--- src/rtl/pong_pkg.sv ---
`default_nettype none
// ============================================================================
// Package     : pong_pkg
// Description : Shared Pong geometry and match state encoding.
// Revision    : 1.0 - initial release
// ============================================================================
package pong_pkg;

    // Geometry, shared with the pixel generator
    localparam logic [10:0] H_RES        = 11'd640;
    localparam logic [10:0] V_RES        = 11'd480;
    localparam logic [10:0] BALL_SIZE    = 11'd8;
    localparam logic [10:0] PADDLE_H     = 11'd73;
    localparam logic [10:0] WALL_L       = 11'd41;
    localparam logic [10:0] WALL_R       = 11'd592;
    localparam logic [10:0] PADDLE1_X_L  = 11'd32;
    localparam logic [10:0] PADDLE1_X_R  = 11'd40;
    localparam logic [10:0] PADDLE2_X_L  = 11'd600;
    localparam logic [10:0] PADDLE2_X_R  = 11'd608;
    localparam logic [10:0] BALL_Y_MAX   = 11'd472;
    localparam logic [10:0] PADDLE_Y_MAX = 11'd407;
    localparam logic [10:0] BALL_X_CTR   = 11'd316;
    localparam logic [10:0] BALL_Y_CTR   = 11'd236;
    localparam logic [10:0] PADDLE_Y_RST = 11'd204;

    // Match state encoding
    localparam int         STATE_W  = 3;
    localparam logic [2:0] ST_IDLE  = 3'd0;
    localparam logic [2:0] ST_SERVE = 3'd1;
    localparam logic [2:0] ST_PLAY  = 3'd2;
    localparam logic [2:0] ST_POINT = 3'd3;
    localparam logic [2:0] ST_OVER  = 3'd4;

endpackage
`default_nettype wire

--- src/rtl/paddle_mover.sv ---
`default_nettype none
// ============================================================================
// Module      : paddle_mover
// Description : One paddle's vertical position, saturating at 0 and 407.
// Revision    : 1.0 - initial release
// ============================================================================
module paddle_mover
    import pong_pkg::*;
#(
    parameter int SPEED = 4
) (
    input  logic       clk,
    input  logic       rst_n,
    input  logic       tick,
    input  logic       up,
    input  logic       dn,
    input  logic       freeze,
    output logic [9:0] y
);

    localparam logic [10:0] c_step = 11'(SPEED);

    logic [9:0]  r_y;
    logic [9:0]  w_y_nxt;
    logic [10:0] w_y_ext;
    logic [10:0] w_y_inc;
    logic [10:0] w_y_dec;

    assign w_y_ext = {1'b0, r_y};
    assign w_y_inc = w_y_ext + c_step;
    assign w_y_dec = w_y_ext - c_step;

    // Borrow out of the 11-bit subtract means the step would cross row 0
    always_comb begin
        w_y_nxt = r_y;
        if (tick && !freeze && (up != dn)) begin
            if (up) begin
                w_y_nxt = w_y_dec[10] ? 10'd0 : w_y_dec[9:0];
            end else begin
                w_y_nxt = (w_y_inc > PADDLE_Y_MAX) ? PADDLE_Y_MAX[9:0] : w_y_inc[9:0];
            end
        end
    end

    always_ff @(posedge clk or negedge rst_n) begin
        if (!rst_n) begin
            r_y <= PADDLE_Y_RST[9:0];
        end else begin
            r_y <= w_y_nxt;
        end
    end

    assign y = r_y;

endmodule
`default_nettype wire

--- src/rtl/pong_game_ctrl.sv ---
`default_nettype none
// ============================================================================
// Module      : pong_game_ctrl
// Description : Frame-rate Pong match controller: ball, paddles, scores.
// Revision    : 1.0 - initial release
// ============================================================================
module pong_game_ctrl
    import pong_pkg::*;
#(
    parameter int PADDLE_SPEED = 4,
    parameter int BALL_SPEED   = 2,
    parameter int WIN_SCORE    = 9,
    parameter int SERVE_DELAY  = 60
) (
    input  logic       clk,
    input  logic       rst_n,
    input  logic       frame_tick,
    input  logic       btn_start,
    input  logic       p1_up,
    input  logic       p1_dn,
    input  logic       p2_up,
    input  logic       p2_dn,
    output logic [9:0] ball_x,
    output logic [9:0] ball_y,
    output logic [9:0] paddle1_y,
    output logic [9:0] paddle2_y,
    output logic [3:0] score1,
    output logic [3:0] score2,
    output logic       playing,
    output logic       game_over
);

    localparam logic [10:0] c_ball_step   = 11'(BALL_SPEED);
    localparam logic [9:0]  c_ball_step10 = 10'(BALL_SPEED);
    localparam logic [10:0] c_left_lim    = WALL_L + c_ball_step;
    localparam logic [7:0]  c_serve_last  = 8'(SERVE_DELAY - 1);
    localparam logic [3:0]  c_win         = 4'(WIN_SCORE);

    logic [STATE_W-1:0] r_state, w_state_nxt;
    logic [7:0]  r_cnt, w_cnt_nxt;
    logic [9:0]  r_ball_x, w_ball_x_nxt;
    logic [9:0]  r_ball_y, w_ball_y_nxt;
    logic        r_vx_neg, w_vx_neg_nxt;
    logic        r_vy_neg, w_vy_neg_nxt;
    logic        r_serve_vy_neg, w_serve_vy_neg_nxt;
    logic [3:0]  r_score1, w_score1_nxt;
    logic [3:0]  r_score2, w_score2_nxt;
    logic        r_scorer_p2, w_scorer_p2_nxt;
    logic        r_playing, r_game_over;

    logic [9:0]  w_pad1_y, w_pad2_y;
    logic [10:0] w_bx_ext, w_by_ext, w_bx_inc, w_by_inc, w_by_dec, w_ball_bot;
    logic [3:0]  w_new_score;
    logic        w_hit1, w_hit2, w_freeze, w_recentre;

    assign w_bx_ext   = {1'b0, r_ball_x};
    assign w_by_ext   = {1'b0, r_ball_y};
    assign w_bx_inc   = w_bx_ext + c_ball_step;
    assign w_by_inc   = w_by_ext + c_ball_step;
    assign w_by_dec   = w_by_ext - c_ball_step;
    assign w_ball_bot = w_by_ext + (BALL_SIZE - 11'd1);

    assign w_hit1 = (w_ball_bot >= {1'b0, w_pad1_y}) &&
                    (w_by_ext <= ({1'b0, w_pad1_y} + (PADDLE_H - 11'd1)));
    assign w_hit2 = (w_ball_bot >= {1'b0, w_pad2_y}) &&
                    (w_by_ext <= ({1'b0, w_pad2_y} + (PADDLE_H - 11'd1)));

    assign w_new_score = (r_scorer_p2 ? r_score2 : r_score1) + 4'd1;
    assign w_freeze    = (r_state == ST_OVER);

    always_comb begin
        w_state_nxt        = r_state;
        w_cnt_nxt          = r_cnt;
        w_ball_x_nxt       = r_ball_x;
        w_ball_y_nxt       = r_ball_y;
        w_vx_neg_nxt       = r_vx_neg;
        w_vy_neg_nxt       = r_vy_neg;
        w_serve_vy_neg_nxt = r_serve_vy_neg;
        w_score1_nxt       = r_score1;
        w_score2_nxt       = r_score2;
        w_scorer_p2_nxt    = r_scorer_p2;
        w_recentre         = 1'b0;

        case (r_state)
            ST_IDLE, ST_OVER: begin
                if (btn_start) begin
                    w_state_nxt  = ST_SERVE;
                    w_cnt_nxt    = 8'd0;
                    w_score1_nxt = 4'd0;
                    w_score2_nxt = 4'd0;
                    w_recentre   = 1'b1;
                end
            end
            ST_SERVE: begin
                if (frame_tick) begin
                    if (r_cnt == c_serve_last) begin
                        w_state_nxt = ST_PLAY;
                        w_cnt_nxt   = 8'd0;
                    end else begin
                        w_cnt_nxt = r_cnt + 8'd1;
                    end
                end
            end
            ST_PLAY: begin
                if (frame_tick) begin
                    if (r_vy_neg) begin
                        if (w_by_dec[10]) begin
                            w_ball_y_nxt = 10'd0;
                            w_vy_neg_nxt = 1'b0;
                        end else begin
                            w_ball_y_nxt = w_by_dec[9:0];
                        end
                    end else if (w_by_inc > BALL_Y_MAX) begin
                        w_ball_y_nxt = BALL_Y_MAX[9:0];
                        w_vy_neg_nxt = 1'b1;
                    end else begin
                        w_ball_y_nxt = w_by_inc[9:0];
                    end

                    // On a miss the ball x is left where it was for the POINT cycle
                    if (r_vx_neg) begin
                        if (w_bx_ext < c_left_lim) begin
                            if (w_hit1) begin
                                w_ball_x_nxt = WALL_L[9:0];
                                w_vx_neg_nxt = 1'b0;
                            end else begin
                                w_state_nxt     = ST_POINT;
                                w_scorer_p2_nxt = 1'b1;
                            end
                        end else begin
                            w_ball_x_nxt = r_ball_x - c_ball_step10;
                        end
                    end else if (w_bx_inc > WALL_R) begin
                        if (w_hit2) begin
                            w_ball_x_nxt = WALL_R[9:0];
                            w_vx_neg_nxt = 1'b1;
                        end else begin
                            w_state_nxt     = ST_POINT;
                            w_scorer_p2_nxt = 1'b0;
                        end
                    end else begin
                        w_ball_x_nxt = w_bx_inc[9:0];
                    end
                end
            end
            ST_POINT: begin
                // Serve toward the conceder, alternating the vertical direction
                w_vx_neg_nxt       = r_scorer_p2;
                w_serve_vy_neg_nxt = ~r_serve_vy_neg;
                w_vy_neg_nxt       = ~r_serve_vy_neg;
                if (r_scorer_p2) begin
                    w_score2_nxt = w_new_score;
                end else begin
                    w_score1_nxt = w_new_score;
                end
                if (w_new_score == c_win) begin
                    w_state_nxt = ST_OVER;
                end else begin
                    w_state_nxt = ST_SERVE;
                    w_cnt_nxt   = 8'd0;
                    w_recentre  = 1'b1;
                end
            end
            default: begin
                w_state_nxt = ST_IDLE;
            end
        endcase

        if (w_recentre) begin
            w_ball_x_nxt = BALL_X_CTR[9:0];
            w_ball_y_nxt = BALL_Y_CTR[9:0];
        end
    end

    always_ff @(posedge clk or negedge rst_n) begin
        if (!rst_n) begin
            r_state        <= ST_IDLE;
            r_cnt          <= 8'd0;
            r_ball_x       <= BALL_X_CTR[9:0];
            r_ball_y       <= BALL_Y_CTR[9:0];
            r_vx_neg       <= 1'b0;
            r_vy_neg       <= 1'b0;
            r_serve_vy_neg <= 1'b0;
            r_score1       <= 4'd0;
            r_score2       <= 4'd0;
            r_scorer_p2    <= 1'b0;
            r_playing      <= 1'b0;
            r_game_over    <= 1'b0;
        end else begin
            r_state        <= w_state_nxt;
            r_cnt          <= w_cnt_nxt;
            r_ball_x       <= w_ball_x_nxt;
            r_ball_y       <= w_ball_y_nxt;
            r_vx_neg       <= w_vx_neg_nxt;
            r_vy_neg       <= w_vy_neg_nxt;
            r_serve_vy_neg <= w_serve_vy_neg_nxt;
            r_score1       <= w_score1_nxt;
            r_score2       <= w_score2_nxt;
            r_scorer_p2    <= w_scorer_p2_nxt;
            r_playing      <= (w_state_nxt == ST_SERVE) || (w_state_nxt == ST_PLAY) ||
                              (w_state_nxt == ST_POINT);
            r_game_over    <= (w_state_nxt == ST_OVER);
        end
    end

    paddle_mover #(.SPEED(PADDLE_SPEED)) u_paddle1 (
        .clk    (clk),
        .rst_n  (rst_n),
        .tick   (frame_tick),
        .up     (p1_up),
        .dn     (p1_dn),
        .freeze (w_freeze),
        .y      (w_pad1_y)
    );

    paddle_mover #(.SPEED(PADDLE_SPEED)) u_paddle2 (
        .clk    (clk),
        .rst_n  (rst_n),
        .tick   (frame_tick),
        .up     (p2_up),
        .dn     (p2_dn),
        .freeze (w_freeze),
        .y      (w_pad2_y)
    );

    assign ball_x    = r_ball_x;
    assign ball_y    = r_ball_y;
    assign paddle1_y = w_pad1_y;
    assign paddle2_y = w_pad2_y;
    assign score1    = r_score1;
    assign score2    = r_score2;
    assign playing   = r_playing;
    assign game_over = r_game_over;

endmodule
`default_nettype wire

--- config.mk ---
export PLATFORM = sky130hd
export DESIGN_NAME = pong_game_ctrl
export DESIGN_NICKNAME = d
export VERILOG_FILES = /design/src/rtl/pong_pkg.sv /design/src/rtl/paddle_mover.sv /design/src/rtl/pong_game_ctrl.sv
export SDC_FILE = /design/constraint.sdc
export NUM_CORES = 1
export LEC_CHECK = 0
export BUFFER_PORTS_ARGS = -buffer_cell sky130_fd_sc_hd__buf_2
export CAP_MARGIN = 20
export CORE_UTILIZATION = 55
export DETAILED_ROUTE_END_ITERATION = 10
export PLACE_DENSITY = 0.75
export RECOVER_POWER = 25
export SYNTH_ARGS = -nofsm -noshare
export SYNTH_HDL_FRONTEND = slang
export SYNTH_SLANG_ARGS = --single-unit
--- constraint.sdc ---
create_clock -name clk -period 3.75 [get_ports clk]
set_clock_uncertainty 0.15 [all_clocks]
set_input_delay 0.75 -clock clk [delete_from_list [all_inputs] [get_ports clk]]
set_output_delay 0.75 -clock clk [all_outputs]
set_load 0.02 [all_outputs]
### Word-level counts from Yosys, hierarchy flattened

Cells that the tools add are included.

| storage, ports and cells | value |
|---|---|
| register bits after elaboration | 65 |
| input bits | 8 |
| word-level logic and storage cells | 145 |

| cells by class | value |
|---|---|
| add/sub/neg operators | 13 |
| magnitude comparators | 9 |
| equal/unequal tests | 23 |
| mux-type cells | 62 |
| bitwise logic cells | 1 |
| reduce and logical (&&, ||, !) cells | 23 |

Operator list:

| cell | number |
|---|---|
| $mux W10 | 20 |
| $add A10 B3 Y11 const B | 3 |
| $gt A11 B9 Y1 const B | 3 |
| $mux W8 | 4 |
| $mux W3 | 10 |
| $pmux W8 S3 | 1 |
| $add A10 B2 Y11 const B | 2 |
| $add A10 B7 Y11 const B | 2 |
| $ge A11 B10 Y1 | 2 |
| $le A10 B11 Y1 | 2 |
| $sub A10 B3 Y11 const B | 2 |
| $mux W1 | 17 |
| $mux W4 | 4 |
| $ne A2 B2 Y1 const B | 8 |
| $pmux W4 S2 | 2 |
| $eq A3 B2 Y1 const B | 4 |
| $pmux W3 S4 | 1 |
| $gt A11 B10 Y1 const B | 1 |
| $sub A10 B2 Y11 const B | 1 |
| $lt A10 B6 Y1 const B | 1 |
| $reduce_bool A2 Y1 | 5 |
| $sub A10 B2 Y10 const B | 1 |
| $add A8 B1 Y8 const B | 1 |
| $eq A8 B6 Y1 const B | 1 |
| other kinds (19) | 33 |

### Logic depth before layout (Yosys ltp)

| logic depth | value |
|---|---|
| word-level depth | 11 |
| gate-level depth with buffers | 13 |
| mapped depth without buffers | 12 |

### By module

Synthesis repeated with hierarchy kept, for this count alone.

| second synthesis, totals | value |
|---|---|
| cell total of the unflattened synthesis | 778 |
| area, all modules | 6327.3 um^2 |

By module, submodules not included:

| module | times used | cells an instance | area each (um^2) | sequential area each (um^2) |
|---|---|---|---|---|
| pong_game_ctrl | 1 | 560 | 4488.1 | 1113.6 |
| paddle_mover | 2 | 109 | 919.6 | 230.2 |

### Worst setup path before layout

No wires, ideal clock.

| path | value |
|---|---|
| path kind | reg-to-reg |
| from | register r_ball_y[2], in the netlist ball_y[2] |
| to | register r_ball_x[5], in the netlist ball_x[5] |
| library setup time | 0.083 ns |
| data arrival time | 3.157 ns |
| required time | 3.517 ns |
| setup slack | 0.359 ns |
| cell stages (with the launch flop) | 14 |
| buffers on the path | 1 |
| clock period less this slack | 3.391 ns |
| cells stage by stage | dfstp_2 > clkbuf_1 > inv_1 > ha_1 > nor3_1 > xnor2_1 > ha_1 > nand2_1 > nor2_1 > a2111oi_0 > a22o_1 > a32o_2 > nor2_4 > a221o_1 |

| between the ends | value |
|---|---|
| cells in the longest elaborated chain, start to end | 5 |

Ends and longest elaborated chain:

| element | line | source |
|---|---|---|
| start, declared | pong_game_ctrl.sv:42 | `logic [9:0] r_ball_y, w_ball_y_nxt;` |
| start signal, assigned | pong_game_ctrl.sv:180 | `r_ball_y <= BALL_Y_CTR[9:0];` |
| start signal, assigned | pong_game_ctrl.sv:193 | `r_ball_y <= w_ball_y_nxt;` |
| $add A10 B3 Y11 | pong_game_ctrl.sv:61 | `assign w_ball_bot = w_by_ext + (BALL_SIZE - 11'd1);` |
| $ge A11 B10 Y1, on equally long branches | pong_game_ctrl.sv:63, pong_game_ctrl.sv:65 |  |
| $logic_and A1 B1 Y1, on equally long branches | pong_game_ctrl.sv:63, pong_game_ctrl.sv:65 |  |
| $ne A4 B4 Y1 (no source line) | - |  |
| $reduce_and A4 Y1 (no source line) * | - |  |
| end signal, assigned | pong_game_ctrl.sv:179 | `r_ball_x <= BALL_X_CTR[9:0];` |
| end signal, assigned | pong_game_ctrl.sv:192 | `r_ball_x <= w_ball_x_nxt;` |
| end, declared | pong_game_ctrl.sv:41 | `logic [9:0] r_ball_x, w_ball_x_nxt;` |

Every way passes the cells marked *; elsewhere a longest branch is shown, timed or not.
A chain may end at the register's enable or synchronous reset.

### Worst setup path in the final report

| path | value |
|---|---|
| from | register u_paddle1.r_y[4], in the netlist u_paddle1.y[4] |
| to | register r_ball_x[6], in the netlist ball_x[6] |

| between the ends | value |
|---|---|
| cells in the longest elaborated chain, start to end | 5 |

Ends and longest elaborated chain:

| element | line | source |
|---|---|---|
| start, declared | paddle_mover.sv:23 | `logic [9:0] r_y;` |
| start signal, assigned | paddle_mover.sv:47 | `r_y <= PADDLE_Y_RST[9:0];` |
| start signal, assigned | paddle_mover.sv:49 | `r_y <= w_y_nxt;` |
| $add A10 B7 Y11 | pong_game_ctrl.sv:64 | `(w_by_ext <= ({1'b0, w_pad1_y} + (PADDLE_H - 11'd1)));` |
| $le A10 B11 Y1 | pong_game_ctrl.sv:64 |  |
| $logic_and A1 B1 Y1 * | pong_game_ctrl.sv:63 | `assign w_hit1 = (w_ball_bot >= {1'b0, w_pad1_y}) &&` |
| $ne A4 B4 Y1 (no source line) * | - |  |
| $reduce_and A4 Y1 (no source line) * | - |  |

Marks and branches as above.

==> summary.md <==
| Metric | Value |
|---|---|
| Outcome | `finished with violations` |
| Violated checks | `max-capacitance violations, max-slew violations` |
| Initial antenna violation count | `0` |
| Leakage | `around 3.0 nW` |
| Finished Layout Cells | `952` |
| CTS Buf Count | `9` |
| Post-Syn Nets | `840` |
| Critical Path AT | `3.70 ns` |
| Netlist cell types | `slightly above 80` |
| Detailed Route Iter0 Violations | `591` |
| Total gr overflow | `0` |
| 1st-pass router iterations | `8` |
| Clk sinks | `62` |
| H-tree levels | `3` |
| Cell Rows | `38` |
| Final slew viol count | `27` |
| RR Startpoint | `u_paddle1.y[4]$_DFFE_PN0P_` |
| Hold Path Class | `register to register` |
| Power, Total | `approximately 3.2 mW` |
| Setup tns final | `0 ns` |
| Core area | `about 0.011 mm²` |
| WHS Endpoint | `r_serve_vy_neg$_DFFE_PN0P_` |
| Final Cycle Share | `around 95%` |
| Crit path launch type | `register` |
| Placed cells | `934` |
| Routability cong. | `0.931` |
| Cell Chain, Critical Path | `ha_1 > a21oi_1 > xnor2_1 > ha_1 > o21a_1 > o21ai_0 > a221oi_1 > a22o_2 > a32oi_4 > o211ai_1 > a221oi_2` |
| Chip width | `108 µm` |
| Mapped Cells | `772` |
| RR Endpoint | `ball_x[6]$_DFFE_PN0P_` |
| DIE AREA | `0.0116 mm²` |
| Met3 Use GR | `4.96%` |
| Largest family of logic cells by synthesized area | `compound AO/OA/AOI/OAI gates` |
| Pint | `1.76 mW` |
| Yosys reg bits | `62` |
| Clock Power Share | `about a fifth` |
| Combinational Power Share | `50.1%` |
| Worst r2r path cells | `11` |
| Max-capacitance violation count | `1` |
| Syn_area_per_cell | `7.95 µm²` |
| First-pass GRT wire length | `28800 µm` |
| Post-Layout Inst Area | `between 0.006 and 0.007 mm²` |
| Chip height | `108 µm` |
| CP max FO | `11` |
| Ratio of cells with drive above 1 in the final layout | `15.8%` |
| DR vias | `6280` |
| Max Buffers Root-to-Sink | `2` |
| Post-synth EDFFs | `0` |
| Sw Ratio | `45.4%` |
| Tot GR Track Use | `31.6%` |
| Final Hold Vio Count | `0` |
| Tmin final | `3.57 ns` |
| Final net count | `~880` |
| Setup ws final | `0.182 ns` |
| Vias in the first global route | `5841` |
| Most common cell after layout, fill and taps aside | `nand2_1` |
| Sequential cell area fraction in the yosys report | `25.6%` |
| Largest net degree at the start of global routing | `27` |
| Crit path largest cell delay | `0.51 ns` |
| GR peak layer | `met2` |
| XOR/XNOR Fraction of Synth Area | `~5.3%` |
| # DRC | `0` |
| Antenna-violating nets left | `0` |
| Most frequent CP cell | `ha_1` |
| Grt met2 use | `50.9%` |
| IO Port Bufs | `56` |
| I/O pins | `58` |
| Initial Utilization | `around 57%` |
| P&R area growth vs syn | `9.32%` |
| Flop-to-flop setup slack | `0.18 ns` |
| Synth warnings | `0` |
| Root Driver | `clkbuf_8` |
| Hold Path Stages | `1` |
| Worst-Margin Slew | `1.54 ns` |
| Final core occ | `61.9%` |
| Post-DP Area | `0.00649 mm²` |
| Total Wirelength | `17600 µm` |
| Layout filler cell count | `around 990` |
| CTS tree | `done` |
| Top FF cell, synth | `dfrtp_1` |
| Detailed placement HPWL | `12800 µm` |
| VDD IR max | `300 µV` |
| Post-Synth Adder-Cell Area | `12.2%` |
| Max Clock Freq | `0.280 GHz` |
| Simple-Gate Fraction of Synth Area | `20.3%` |
| Pwr/cell area | `481 mW/mm²` |
| Worst EP required | `3.88 ns` |
| Psw | `roughly 1.5 mW` |
| Wire length per cell | `18.5 µm` |
| Share of flip-flops with an asynchronous set or reset | `100%` |
| Synth Area in Compound Gates | `28.4%` |
| Worst slack, placed | `0.242 ns` |
| Met1 Use GR | `41.5%` |
| Clk slew on worst S/H paths | `around 0.080 ns` |
| Critical path class | `register to register` |
| Most frequent cells in the layout | `nand2_1, ha_1, o21ai_0, buf_2, a21oi_1` |
| Min Hold Slack | `0.331 ns` |
| Worst skew pair latency | `just under 0.4 ns` |
| Reg power frac | `30.0%` |
| Crit-path slowest cell | `dfrtp_1` |
| Vias per inst | `6.60` |
| Cell Area, Synth | `0.00614 mm²` |
| Hold path start | `r_serve_vy_neg$_DFFE_PN0P_` |
| Ant diodes | `0` |
| Endpoint class of the critical path | `register` |
| Final setup fails | `0` |
| Proportion of synthesized area in mux cells | `1.33%` |
| Rel. slew slack | `-2.47%` |
[routing by layer]
metal	wire, µm	part of all wire [%]
met2	8190	46
met3	1300	7.4
met4	586	3.3
met1	7570	43
met5	0	0
[synthesized netlist by cell type (4+ instances only)]
cell type | count | area [µm²]
nand2_1 | 64 | 240
xor2_1 | 8 | 70.1
a21boi_0 | 4 | 30.0
inv_1 | 44 | 165
and3_1 | 11 | 68.8
o211a_1 | 4 | 40.0
o221ai_1 | 5 | 43.8
a21o_1 | 9 | 67.6
o31ai_1 | 12 | 90.1
mux2i_1 | 7 | 70.1
nor2b_1 | 13 | 81.3
nor3_1 | 23 | 115
o31a_1 | 6 | 52.6
xnor2_1 | 29 | 254
dfrtp_1 | 44 | 1100
a21oi_1 | 52 | 260
and4_1 | 4 | 35.0
nand3_1 | 32 | 160
or3_1 | 8 | 50.1
o21ai_0 | 59 | 295
o211ai_1 | 10 | 75.1
nor4_1 | 5 | 31.3
a211o_1 | 4 | 35.0
a211oi_1 | 10 | 75.1
buf_4 | 5 | 37.5
a221oi_1 | 5 | 43.8
inv_2 | 5 | 18.8
o21a_1 | 7 | 52.6
o2111ai_1 | 4 | 35.0
nor2_1 | 45 | 169
buf_2 | 11 | 55.1
clkbuf_1 | 33 | 124
a31o_2 | 4 | 35.0
ha_1 | 60 | 751
o22ai_1 | 4 | 25.0
a22o_1 | 4 | 35.0
o21ai_1 | 6 | 30.0
nand4_1 | 19 | 119
dfstp_2 | 18 | 473
a31oi_1 | 8 | 50.1
[how the worst max path moves through the flow]
stage | startpoint | end | slack, ns | depth (start not counted)
after floorplan | ball_y[2]$_DFFE_PN1P_ | ball_x[5]$_DFFE_PN1P_ | 0.36 | 13
after global routing | ball_y[2]$_DFFE_PN1P_ | ball_x[7]$_DFFE_PN0P_ | -0.0008 | 12
after global placement | ball_y[2]$_DFFE_PN1P_ | ball_x[5]$_DFFE_PN1P_ | 0.35 | 12
final | u_paddle1.y[4]$_DFFE_PN0P_ | ball_x[6]$_DFFE_PN0P_ | 0.18 | 11
after detailed placement | ball_y[2]$_DFFE_PN1P_ | ball_x[3]$_DFFE_PN1P_ | 0.24 | 12
after CTS | ball_y[2]$_DFFE_PN1P_ | ball_x[3]$_DFFE_PN1P_ | 0.20 | 12
[power by group through the flow]
stage          combinational (mW)  sequential [mW]  clock (mW)
3_5_place_dp                 1.57            0.976           0
2_1_floorplan                1.16            0.967           0
4_1_cts                      1.59            0.964       0.654
5_1_grt                      1.80            0.990       0.672
6_report                     1.62            0.968       0.643
3_3_place_gp                 1.52            0.964           0
[logic make-up (layout without fill, tap and decap cells)]
logic type | Yosys count | count (layout)
other | 1 | 1
xor gates and xnor gates | 37 | 37
AOI/OAI and AO/OA | 254 | 254
DFF | 62 | 62
and+or+nand+nor | 249 | 249
buffers and inverters | 101 | 141
adders and majority gates | 60 | 60
muxes | 8 | 8
[registers in the layout (all words and copies together), names as in the netlist]
signal	count
score2	4
r_vy_neg	1
ball_y	9
playing	1
r_scorer_p2	1
u_paddle1.y	9
game_over	1
r_vx_neg	1
r_state	3
ball_x	10
score1	4
u_paddle2.y	9
r_serve_vy_neg	1
r_cnt	8
[critical path: cells and delay by family (launching register included)]
| family | cells | cell delay, ns |
|---|---|---|
| XOR/XNOR | 1 | 0.19 |
| adder cells (fa/ha/maj) | 2 | 0.61 |
| AO/OA/AOI/OAI | 8 | 1.99 |
| flip-flops | 1 | 0.51 |
[cell type report]
type                    instances  area (µm²)  share of cell area (%)
clock buffers                   9         124                    1.85
flip-flops and latches         62        1570                    23.5
well taps                     140         175                    2.61
clock inverters                 7        81.3                    1.21
inverters                      50         188                    2.80
repair buffers                 75         414                    6.17
multi-input cells             609        4150                    61.9
[what timing repair did]
item	4_1_cts	5_1_grt
hold buffers	0	0
buffers inserted	0	2
resized for setup	0	2
setup endpoints to repair	0	5
Note: power is estimated with default switching activity, not from simulation.
